**config.mk**
```make
export PLATFORM = sky130hd
export DESIGN_NAME = ram32x2_ctl
export DESIGN_NICKNAME = d
export VERILOG_FILES = /design/src/rtl/ram32x2_ctl_pkg.sv /design/src/rtl/ram32x2_ctl_arb.sv /design/src/rtl/ram32x2_ctl.sv
export SDC_FILE = /design/constraint.sdc
export NUM_CORES = 1
export LEC_CHECK = 0
export ABC_CLOCK_PERIOD_IN_PS = 3850
export BUFFER_PORTS_ARGS = -buffer_cell sky130_fd_sc_hd__buf_2
export CORE_ASPECT_RATIO = 1.75
export CORE_UTILIZATION = 57
export CTS_BUF_LIST = sky130_fd_sc_hd__clkbuf_4 sky130_fd_sc_hd__clkbuf_8
export DETAILED_ROUTE_END_ITERATION = 6
export HOLD_SLACK_MARGIN = 0.02
export PLACE_DENSITY = 0.83
export REMOVE_ABC_BUFFERS = 1
export SYNTH_ARGS = -nofsm -noshare
export SYNTH_HDL_FRONTEND = slang
export SYNTH_SLANG_ARGS = --single-unit
export TNS_END_PERCENT = 30
```
**constraint.sdc**
```tcl
create_clock -name clk -period 3.85 [get_ports clk]
set_input_delay 0.1925 -clock clk [delete_from_list [all_inputs] [get_ports clk]]
set_output_delay 0.1925 -clock clk [all_outputs]
set_load 0.05 [all_outputs]
```
**src/rtl/ram32x2_ctl_pkg.sv**
```systemverilog
`default_nettype none
// +--------------------------------------------------------------------------+
// | Module   : ram32x2_ctl_pkg                                               |
// | Purpose  : Shared types and constants for the 32x2 bipolar RAM           |
// |            controller: geometry, port-select codes, FSM state encoding.  |
// | Revision : 1.0  initial release                                          |
// +--------------------------------------------------------------------------+
package ram32x2_ctl_pkg;

  localparam int ADDR_W = 5;
  localparam int DATA_W = 2;
  localparam int WORDS  = 32;

  // Port-select codes used by the arbiter's last-grant register and by the
  // operand register that remembers who owns the in-flight access.
  localparam logic PORT_A = 1'b0;
  localparam logic PORT_B = 1'b1;

  typedef enum logic [3:0] {
    ST_INIT_SETUP = 4'd0,
    ST_INIT_PULSE = 4'd1,
    ST_INIT_HOLD  = 4'd2,
    ST_IDLE       = 4'd3,
    ST_RD_SETUP   = 4'd4,
    ST_RD_LATCH   = 4'd5,
    ST_WR_SETUP   = 4'd6,
    ST_WR_PULSE   = 4'd7,
    ST_WR_HOLD    = 4'd8,
    ST_ACK        = 4'd9
  } state_e;

endpackage : ram32x2_ctl_pkg
`default_nettype wire

```
**src/rtl/ram32x2_ctl_arb.sv**
```systemverilog
`default_nettype none
// +--------------------------------------------------------------------------+
// | Module   : rr_arb2                                                       |
// | Purpose  : Two-requester round-robin arbiter. Grants are combinational   |
// |            from req/en; the last-grant register only moves on a real     |
// |            grant, so a tie goes to the port not served last.             |
// | Ports    : clk, rst_n   - clock, async active-low reset                  |
// |            en           - arbitration enabled (controller in IDLE)       |
// |            req_a, req_b - requests                                       |
// |            gnt_a, gnt_b - one-hot (or zero) grant                        |
// | Revision : 1.0  initial release                                          |
// +--------------------------------------------------------------------------+
module rr_arb2
  import ram32x2_ctl_pkg::*;
(
  input  logic clk,
  input  logic rst_n,
  input  logic en,
  input  logic req_a,
  input  logic req_b,
  output logic gnt_a,
  output logic gnt_b
);

  logic last_q;
  logic last_d;

  always_comb begin
    gnt_a  = en & req_a & (~req_b | (last_q == PORT_B));
    gnt_b  = en & req_b & (~req_a | (last_q == PORT_A));
    last_d = last_q;
    if (gnt_a) begin
      last_d = PORT_A;
    end else if (gnt_b) begin
      last_d = PORT_B;
    end
  end

  // Resetting to B hands the first tie to A.
  always_ff @(posedge clk or negedge rst_n) begin
    if (!rst_n) begin
      last_q <= PORT_B;
    end else begin
      last_q <= last_d;
    end
  end

endmodule : rr_arb2
`default_nettype wire

```
**src/rtl/ram32x2_ctl.sv**
```systemverilog
`default_nettype none
// +--------------------------------------------------------------------------+
// | Module   : ram32x2_ctl                                                   |
// | Purpose  : Sequencer/arbiter for one 32x2 latched bipolar RAM. Zero-     |
// |            fills the part after reset, then serves port A and port B     |
// |            round-robin. Every RAM strobe comes straight from a flop.     |
// | Ports    : clk, reset_n          - clock, async active-low reset         |
// |            {a,b}_req/we/addr/wdata/wmask - request side, held to ack     |
// |            {a,b}_ack, {a,b}_rdata        - completion pulse, read data   |
// |            init_busy             - sweep in progress                     |
// |            ram_a, ram_i, ram_ce, ram_latch_n, ram_wclk_n,                |
// |            ram_we0_n, ram_we1_n  - RAM pins (outputs)                    |
// |            ram_d                 - RAM data outputs                      |
// | Revision : 1.0  initial release                                          |
// +--------------------------------------------------------------------------+
module ram32x2_ctl
  import ram32x2_ctl_pkg::*;
#(
  parameter logic [1:0] INIT_VALUE    = 2'b00,
  parameter bit         INIT_ON_RESET = 1'b1
) (
  input  logic       clk,
  input  logic       reset_n,
  input  logic       a_req,
  input  logic       a_we,
  input  logic [4:0] a_addr,
  input  logic [1:0] a_wdata,
  input  logic [1:0] a_wmask,
  output logic       a_ack,
  output logic [1:0] a_rdata,
  input  logic       b_req,
  input  logic       b_we,
  input  logic [4:0] b_addr,
  input  logic [1:0] b_wdata,
  input  logic [1:0] b_wmask,
  output logic       b_ack,
  output logic [1:0] b_rdata,
  output logic       init_busy,
  output logic [4:0] ram_a,
  output logic [1:0] ram_i,
  output logic       ram_ce,
  output logic       ram_latch_n,
  output logic       ram_wclk_n,
  output logic       ram_we0_n,
  output logic       ram_we1_n,
  input  logic [1:0] ram_d
);

  localparam logic [ADDR_W-1:0] LAST_ADDR = ADDR_W'(WORDS - 1);

  state_e            state_q, state_d;
  logic [ADDR_W-1:0] cnt_q, cnt_d;
  logic              op_port_q, op_port_d;
  logic [1:0]        op_wmask_q, op_wmask_d;
  logic              init_busy_q, init_busy_d;
  logic [4:0]        ram_a_q, ram_a_d;
  logic [1:0]        ram_i_q, ram_i_d;
  logic              ce_q, ce_d;
  logic              latch_n_q, latch_n_d;
  logic              wclk_n_q, wclk_n_d;
  logic              we0_n_q, we0_n_d;
  logic              we1_n_q, we1_n_d;
  logic              a_ack_q, a_ack_d;
  logic              b_ack_q, b_ack_d;
  logic [1:0]        a_rdata_q, a_rdata_d;
  logic [1:0]        b_rdata_q, b_rdata_d;

  logic arb_en;
  logic gnt_a;
  logic gnt_b;

  rr_arb2 u_arb (
    .clk   (clk),
    .rst_n (reset_n),
    .en    (arb_en),
    .req_a (a_req),
    .req_b (b_req),
    .gnt_a (gnt_a),
    .gnt_b (gnt_b)
  );

  // Strobe flops are loaded with the value belonging to the state being
  // entered, so each strobe is aligned with its state and glitch-free.
  always_comb begin
    state_d     = state_q;
    cnt_d       = cnt_q;
    op_port_d   = op_port_q;
    op_wmask_d  = op_wmask_q;
    init_busy_d = init_busy_q;
    ram_a_d     = ram_a_q;
    ram_i_d     = ram_i_q;
    a_rdata_d   = a_rdata_q;
    b_rdata_d   = b_rdata_q;
    ce_d        = 1'b0;
    latch_n_d   = 1'b1;
    wclk_n_d    = 1'b1;
    we0_n_d     = 1'b1;
    we1_n_d     = 1'b1;
    a_ack_d     = 1'b0;
    b_ack_d     = 1'b0;
    arb_en      = 1'b0;

    unique case (state_q)
      ST_INIT_SETUP: begin
        state_d  = ST_INIT_PULSE;
        ce_d     = 1'b1;
        wclk_n_d = 1'b0;
        we0_n_d  = 1'b0;
        we1_n_d  = 1'b0;
        // ram_i leaves reset at 0; for a non-zero fill word, address 0 picks
        // up INIT_VALUE here, later words already carry it from SETUP entry.
        ram_i_d  = INIT_VALUE;
      end
      ST_INIT_PULSE: begin
        state_d = ST_INIT_HOLD;
        ce_d    = 1'b1;
      end
      ST_INIT_HOLD: begin
        if (cnt_q == LAST_ADDR) begin
          state_d     = ST_IDLE;
          init_busy_d = 1'b0;
        end else begin
          state_d = ST_INIT_SETUP;
          cnt_d   = cnt_q + 1'b1;
          ram_a_d = cnt_q + 1'b1;
          ram_i_d = INIT_VALUE;
          ce_d    = 1'b1;
        end
      end
      ST_IDLE: begin
        arb_en = 1'b1;
        if (gnt_a || gnt_b) begin
          // Operands are captured once here; the requester may change its
          // fields afterwards without disturbing the access.
          op_port_d  = gnt_b ? PORT_B : PORT_A;
          op_wmask_d = gnt_b ? b_wmask : a_wmask;
          ram_a_d    = gnt_b ? b_addr : a_addr;
          ce_d       = 1'b1;
          if (gnt_b ? b_we : a_we) begin
            state_d = ST_WR_SETUP;
            ram_i_d = gnt_b ? b_wdata : a_wdata;
          end else begin
            state_d = ST_RD_SETUP;
          end
        end
      end
      ST_RD_SETUP: begin
        state_d   = ST_RD_LATCH;
        ce_d      = 1'b1;
        latch_n_d = 1'b0;
      end
      ST_RD_LATCH: begin
        state_d = ST_ACK;
        if (op_port_q == PORT_B) begin
          b_rdata_d = ram_d;
          b_ack_d   = 1'b1;
        end else begin
          a_rdata_d = ram_d;
          a_ack_d   = 1'b1;
        end
      end
      ST_WR_SETUP: begin
        state_d  = ST_WR_PULSE;
        ce_d     = 1'b1;
        wclk_n_d = 1'b0;
        we0_n_d  = ~op_wmask_q[0];
        we1_n_d  = ~op_wmask_q[1];
      end
      ST_WR_PULSE: begin
        state_d = ST_WR_HOLD;
        ce_d    = 1'b1;
      end
      ST_WR_HOLD: begin
        state_d = ST_ACK;
        a_ack_d = (op_port_q == PORT_A);
        b_ack_d = (op_port_q == PORT_B);
      end
      ST_ACK: begin
        state_d = ST_IDLE;
      end
      default: begin
        state_d = ST_IDLE;
      end
    endcase
  end

  always_ff @(posedge clk or negedge reset_n) begin
    if (!reset_n) begin
      state_q     <= INIT_ON_RESET ? ST_INIT_SETUP : ST_IDLE;
      cnt_q       <= '0;
      op_port_q   <= PORT_A;
      op_wmask_q  <= 2'b00;
      init_busy_q <= INIT_ON_RESET;
      ram_a_q     <= '0;
      ram_i_q     <= 2'b00;
      ce_q        <= 1'b0;
      latch_n_q   <= 1'b1;
      wclk_n_q    <= 1'b1;
      we0_n_q     <= 1'b1;
      we1_n_q     <= 1'b1;
      a_ack_q     <= 1'b0;
      b_ack_q     <= 1'b0;
      a_rdata_q   <= 2'b00;
      b_rdata_q   <= 2'b00;
    end else begin
      state_q     <= state_d;
      cnt_q       <= cnt_d;
      op_port_q   <= op_port_d;
      op_wmask_q  <= op_wmask_d;
      init_busy_q <= init_busy_d;
      ram_a_q     <= ram_a_d;
      ram_i_q     <= ram_i_d;
      ce_q        <= ce_d;
      latch_n_q   <= latch_n_d;
      wclk_n_q    <= wclk_n_d;
      we0_n_q     <= we0_n_d;
      we1_n_q     <= we1_n_d;
      a_ack_q     <= a_ack_d;
      b_ack_q     <= b_ack_d;
      a_rdata_q   <= a_rdata_d;
      b_rdata_q   <= b_rdata_d;
    end
  end

  assign a_ack       = a_ack_q;
  assign b_ack       = b_ack_q;
  assign a_rdata     = a_rdata_q;
  assign b_rdata     = b_rdata_q;
  assign init_busy   = init_busy_q;
  assign ram_a       = ram_a_q;
  assign ram_i       = ram_i_q;
  assign ram_ce      = ce_q;
  assign ram_latch_n = latch_n_q;
  assign ram_wclk_n  = wclk_n_q;
  assign ram_we0_n   = we0_n_q;
  assign ram_we1_n   = we1_n_q;

endmodule : ram32x2_ctl
`default_nettype wire

```
==> impl_results.md, run 1 <==
* Status: finished clean
* HPWL after detailed placement at 2.45 mm
* # port buffers at 44
* R2R setup slack at 1.75 ns
* CP arrival at 2.29 ns
* Setup Fix Bufs, Post-CTS at 0
* Post-Route WL at 3.39 mm
* Reg2Reg Depth at 7
* First-pass GRT wire length at 5.66 mm
* Switch share at 46.9%
* Number of synthesized flops with an enable pin at 0
* GRT Overall Usage at 25.5%
* Top post-synthesis cells by count: dfrtp_1, nand2_1, o21ai_0
* Util after Layout at 71.3%
* Row cnt at 25
* CP required at 4.05 ns
* Synthesized area per cell at 10.9 µm²
* Layout area overhead at 20.6%
* Largest family of logic cells by synthesized area: simple AND/OR/NAND/NOR gates
* Total gr overflow at 0
* Die Y-Extent at 71.9 µm
* N_diodes at 0
* Worst-path maximum fanout at 12
* Post-synthesis compound-gate area fraction at 14.8%
* Initial antenna violation count at 0
* R2R Path End: ram_i[1]$_DFFE_PN0P_
* Setup tns final at 0 ns
* Worst Max-Slew Pin Slew at 0.690 ns
* Beginning of the critical path: cnt_q[0]$_DFFE_PN0P_
* Drt pass-1 iters at 4
* Multiplexer area fraction after synthesis at 10.8%
* Tcrit/Tclk final at 54.5%
* Routed Antenna Nets at 0
* Adder-Cell Fraction of Synth Area at 1.57%
* Final Hold Fails at 0
* Final min period at 2.10 ns
* CTS tree: built
* Mapped Cells at 146
* Clock skew at 0.00533 ns
* Vias per cell at 5.98
* YS warnings at 0
* I/O Pins at 45
* Register share of total power at 35.7%
* Fin. max-slew vios at 0
* Clk sink count at 32
* Vias in the first global route at 1312
* Maxcap violations at 0
* CP Class: reg -> reg
* Leak at 0.941 nW
* Share of flip-flops with an asynchronous set or reset at 100%
* Final Wtd Congestion at 0.820
* Reg2reg start: cnt_q[0]$_DFFE_PN0P_
* Die Wd at 41.9 µm
* RSZ-0062 raised after global routing: no
* Maximum clock rate at 476 MHz
* CTS resizes at 0
* Mapped Area at 1590 µm²
* Hold_buf cts at 1
* Register area share after synthesis at 50.8%
* Num CTS Buffers at 5
* Comb power frac at 49.2%
* Number of synthesized register bits at 32
* Main synth FF type: dfrtp_1
* Worst setup EP type: flop
* Cell taking the most area after synthesis: dfrtp_1
* Synth Area in XOR/XNOR at 2.75%
* Initial core utilization at 59.2%
* CP startpoint kind: flop
* Most frequent cell after synthesis: dfrtp_1
* Post-route total power at 1.83 mW
* Area contributors post-synth: dfrtp_1, dfstp_2, mux2_2
* Internal at 0.971 mW
* Clk network pwr share at 15.1%
* Worst-Skew Late Latency at 0.28 ns
* P_sw at 0.858 mW
* Slew HR at 53.6%
* Setup Viol. Count Final at 0
* Worst setup path end: ram_i[1]$_DFFE_PN0P_
* Routed length per instance at 15.4 µm
* Peak supply drop at 604 µV
* Cell variety after synth at 39
* Post-layout nets at 220
* H-Tree Depth at 2
* Vias at 1315
* CTS max path bufs at 2
* Drt first-iter violations at 43
* Die area at 3020 µm²
* Simple-gate share of the synthesized area at 16.0%
* Worst-path clk slew at 0.06 ns
* Drt drc at 0
* Largest net degree at the start of global routing at 33
* Worst hold path type: in -> reg
* CTS root buffer: clkbuf_8
* Yosys top cell area share at 40.9%
* Critical hold path startpoint: b_req
* P per Cell Area at 953 nW/µm²
* Core Box Area at 2690 µm²
* Layout cell share with drive strength beyond 1 at 38.3%
[per-layer routing]
layer	up-vias	wire, µm	part of all wire [%]	global-route usage, %
met2	51	1850	55	45.8
li1	611	-	-	-
met4	0	123	3.6	16.5
met3	13	190	5.6	7.46
met5	-	0	0	0
met1	640	1230	36	24.5
[stage by stage]
step	instance area [µm²]	worst slack [ns]	instances	hold WS, ns
6_report	1920	1.75	220	0.148
5_1_grt	1920	1.53	220	0.155
4_1_cts	1920	1.75	220	0.141
3_5_place_dp	1810	1.78	211	0.269
3_3_place_gp	1810	1.96	211	0.265
2_1_floorplan	1550	1.89	139	-0.103
[state kept, by name (all words and copies together), names as in the netlist, 2 cells and up]
register / flops
b_rdata: 2
a_rdata: 2
ram_i: 2
ram_a: 5
cnt_q: 5
op_wmask_q: 2
state_q: 4
[placed cells by master, fill, tap and decap left out, types with 2 or more instances in the layout]
cell type / synthesis / layout
o21bai_1: 2 / 2
a211oi_1: 2 / 2
nand3_1: 3 / 3
mux2_2: 9 / 9
inv_1: 3 / 3
nand2_1: 13 / 13
a32oi_1: 2 / 2
xor2_1: 2 / 2
nand2b_1: 4 / 4
buf_2: 0 / 44
nor2b_1: 2 / 2
and2_1: 2 / 2
dfrtp_1: 26 / 26
clkbuf_8: 0 / 6
dfstp_2: 6 / 6
and3_1: 4 / 4
clkbuf_4: 0 / 2
o21ai_0: 13 / 13
xnor2_1: 3 / 3
nor2_1: 11 / 11
a21o_1: 4 / 4
a21oi_1: 3 / 3
mux2i_1: 7 / 7
ha_1: 2 / 2
[final cells by class]
cell class	count	area, µm²
Tap cell	27	33.8
Timing Repair Buffer	46	238
Fill cell	205	771
Inverter	3	11.3
Multi-Input combinational cell	104	731
Sequential cell	32	808
Clock buffer	8	97.6
[cell families after synthesis]
group,after synthesis
AO/OA/AOI/OAI,34
XOR/XNOR,5
adder cells (fa/ha/maj),2
buffers and inverters,10
flip-flops,32
multiplexers,16
AND/OR/NAND/NOR,47
[power groups by stage]
stage	Sequential (mW)	Clock (mW)	Combinational [mW]
after floorplan	0.899	0	0.422
after global placement	0.640	0	0.868
after detailed placement	0.652	0	0.896
after CTS	0.648	0.286	0.904
after global routing	0.674	0.294	0.970
final	0.652	0.277	0.900
[worst min-delay path by stage]
| stage | to | slack, ns | depth (start not counted) |
|---|---|---|---|
| 2_1_floorplan | a_ack$_DFF_PN0_ | -0.10 | 0 |
| 3_3_place_gp | op_wmask_q[0]$_DFFE_PN0P_ | 0.27 | 1 |
| 3_5_place_dp | op_wmask_q[1]$_DFFE_PN0P_ | 0.27 | 1 |
| 4_1_cts | u_arb.last_q$_DFFE_PN1P_ | 0.14 | 3 |
| 5_1_grt | a_rdata[0]$_DFFE_PN0P_ | 0.16 | 2 |
| 6_report | u_arb.last_q$_DFFE_PN1P_ | 0.15 | 3 |
[critical path: stages, from the launching register on]
cell and delay [ns]:
dfrtp_1 0.40, ha_1 0.23, and3_1 0.17, ha_1 0.22, nor3b_2 0.09, a22oi_2 0.54
nor2_1 0.14, o21ai_0 0.22
(Power assumes the default switching activity.)
==> run 2, diff against run 1 <==
--- a/config.mk
+++ b/config.mk
@@ -5,14 +5,14 @@
 export SDC_FILE = /design/constraint.sdc
 export NUM_CORES = 1
 export LEC_CHECK = 0
-export ABC_CLOCK_PERIOD_IN_PS = 3850
+export ABC_CLOCK_PERIOD_IN_PS = 1700
 export BUFFER_PORTS_ARGS = -buffer_cell sky130_fd_sc_hd__buf_2
 export CORE_ASPECT_RATIO = 1.75
-export CORE_UTILIZATION = 57
+export CORE_UTILIZATION = 48
 export CTS_BUF_LIST = sky130_fd_sc_hd__clkbuf_4 sky130_fd_sc_hd__clkbuf_8
 export DETAILED_ROUTE_END_ITERATION = 6
 export HOLD_SLACK_MARGIN = 0.02
-export PLACE_DENSITY = 0.83
+export PLACE_DENSITY = 0.74
 export REMOVE_ABC_BUFFERS = 1
 export SYNTH_ARGS = -nofsm -noshare
 export SYNTH_HDL_FRONTEND = slang
==> constraint.sdc (replaced) <==
create_clock -name clk -period 1.7 [get_ports clk]
set_input_delay 0.085 -clock clk [delete_from_list [all_inputs] [get_ports clk]]
set_output_delay 0.085 -clock clk [all_outputs]
set_load 0.05 [all_outputs]
==> run 2 against run 1 <==
The run now ends with setup timing left. Count of clock-buffer cells in the layout decreased by 3. Clock skew fell by 0.00065 ns. Critical path depth down 1. Flip-flop and latch count stayed put. Critical endpoint is now ram_ce$_DFF_PN0_.
==> impl_results.md, run 2 (synthesized netlist as in run 1, its figures left out) <==
* Tcrit/Tclk final at 108% (+53 points)
* Fin. max-slew vios at 0 (unchanged)
* Layout area overhead at 35.9%
* Total gr overflow at 0 (unchanged)
* Post-Route WL at 3.71 mm (+9.4%)
* P per Cell Area at 2170 nW/µm² (+130%)
* CTS tree: built
* Placed cell count at 242 (+15%)
* Worst hold stages at 3 (unchanged)
* Initial core utilization at 50.7% (-8.5 points)
* Core Box Area at 3140 µm² (+17%)
* Vias in the first global route at 1452 (+11%)
* Reg2reg start: cnt_q[1]$_DFFE_PN0P_
* N_diodes at 0 (unchanged)
* GRT Overall Usage at 24.3% (-1.2 points)
* Die Y-Extent at 78.2 µm (+8.7%)
* Most frequent cells in the layout: buf_2, dfrtp_1, buf_4
* Most common cell after layout, fill and taps aside: buf_2
* CTS max path bufs at 2 (unchanged)
* Final Wtd Congestion at 0.753 (-8.2%)
* Setup Viol. Count Final at 13 (+13)
* Peak supply drop at 1360 µV (+130%)
* HPWL after detailed placement at 2.66 mm (+8.4%)
* Largest net degree at the start of global routing at 33 (unchanged)
* Reg2Reg Depth at 6 (-1)
* Setup tns final at -0.987 ns (-0.987 ns)
* Drt drc at 0 (unchanged)
* Leak at 1.05 nW (+11%)
* Failing checks: setup timing
* Clk sink count at 32 (unchanged)
* CP Class: reg -> reg
* Drt pass-1 iters at 4 (unchanged)
* Clock skew at 0.00468 ns (-0.000652 ns)
* First-pass GRT wire length at 6.18 mm (+9.3%)
* Worst Max-Slew Pin Slew at 0.689 ns (-0.000393 ns)
* R2R setup slack at -0.13 ns (-1.88 ns)
* Initial antenna violation count at 0 (unchanged)
* Design Area, Final at 2160 µm² (+13%)
* Status: finished, violations left
* Placed instance area at 1940 µm² (+7.3%)
* Drt first-iter violations at 21 (-51%)
* Worst-Skew Late Latency at 0.29 ns (about the same)
* Worst setup EP type: flop
* Routed Antenna Nets at 0 (unchanged)
* Vias at 1365 (+3.8%)
* Critical hold path startpoint: b_req
* CP startpoint kind: flop
* RSZ-0062 raised after global routing: yes
* Maxcap violations at 0 (unchanged)
* Pre-CTS setup slack at -0.317 ns (-2.09 ns)
* Die area at 3560 µm² (+18%)
* Post-layout nets at 241 (+9.5%)
* Final Hold Fails at 0 (unchanged)
* Endpoint with the worst hold slack: u_arb.last_q$_DFFE_PN1P_
* Die Wd at 45.5 µm (+8.5%)
* I/O Pins at 45 (unchanged)
* Routed length per instance at 14.4 µm (-6.4%)
* CP required at 1.90 ns (-2.15 ns)
* H-Tree Depth at 2 (unchanged)
* Num CTS Buffers at 5 (unchanged)
* Slew HR at 54.1% (+0.44 points)
* Worst-path maximum fanout at 6 (-6)
* # port buffers at 44 (unchanged)
* Final min period at 1.83 ns (-0.270 ns)
* Maximum clock rate at 547 MHz (+15%)
* CTS root buffer: clkbuf_8
* Vias per cell at 5.31 (-11%)
* Row cnt at 27 (+8.0%)
* R2R Path End: ram_ce$_DFF_PN0_
* Setup WS post-layout at -0.129 ns (-1.88 ns)
* Worst hold path type: in -> reg
* Layout cell share with drive strength beyond 1 at 48.1% (+9.8 points)
* CP arrival at 2.03 ns (-0.26 ns)
* Finished Layout Cells at 257 (+17%)
* Worst-path clk slew at 0.07 ns (about the same)
run 2: cell types whose count changed in the layout (fill, tap and decap cells not counted), sizes merged:
| cell | change |
|---|---|
| clkbuf | -3 |
| clkinvlp | +1 |
| buf | +20 |
| a22oi | +1 |
| bufinv | +1 |
| clkinv | +1 |
run 2: what timing repair did:
action                                 4_1_cts  5_1_grt
gates cloned                                 1        0
endpoints found under the hold margin       26        0
buffers inserted                             3        2
pin swaps                                    6        6
hold buffers                                 1        0
resized for setup                           12        5
setup endpoints to repair                   12       13
run 2: area by class of cell:
class	instances	area (µm²)
Sequential cell	32	808
Fill cell	235	978
Timing Repair Buffer	66	388
Tap cell	43	53.8
Clock inverter	3	42.5
Inverter	3	11.3
Multi-Input combinational cell	105	791
Clock buffer	5	68.8
run 2: critical path: stages, from the launching register on:
cell and delay (ns):
dfrtp_1 0.38, ha_2 0.19, and3_4 0.15, ha_4 0.17
nor3b_4 0.33, a22oi_2 0.24, a221oi_2 0.28
run 2: metrics by stage:
stage                     hold WS, ns  util (%)  power, mW
after global routing           0.0494      68.9       4.98
after floorplan                -0.211         -       2.99
final                          0.0357      68.9       4.70
after CTS                      0.0246      68.1       4.63
after global placement          0.159      61.9       3.66
after detailed placement        0.168      61.9       3.73
run 2: worst max path at each step:
stage / startpoint / to / slack, ns / depth (start not counted)
detailed placement: cnt_q[0]$_DFFE_PN0P_ / ram_i[0]$_DFFE_PN0P_ / -0.32 / 7
global placement: cnt_q[0]$_DFFE_PN0P_ / ram_i[1]$_DFFE_PN0P_ / -0.27 / 7
floorplan: u_arb.last_q$_DFFE_PN1P_ / ram_a[2]$_DFFE_PN0P_ / -0.26 / 4
CTS: cnt_q[1]$_DFFE_PN0P_ / ram_a[4]$_DFFE_PN0P_ / -0.06 / 7
global route: cnt_q[1]$_DFFE_PN0P_ / ram_a[1]$_DFFE_PN0P_ / -0.21 / 7
finish: cnt_q[1]$_DFFE_PN0P_ / ram_ce$_DFF_PN0_ / -0.13 / 6
run 2: layer usage:
layer,GRT usage [%],vias up,wire length (µm)
li1,-,652,-
met1,23.3,663,1370
met2,43.1,40,2110
met3,6.67,10,131
met4,13.3,0,100
met5,0,-,0
run 2: power breakdown:
part	leakage [nW]	total, mW	switching (mW)	internal [mW]
Combinational	0.603	2.59	1.57	1.02
Sequential	0.388	1.38	0.251	1.13
Clock	0.0541	0.726	0.293	0.433
Total	1.05	4.70	2.12	2.58
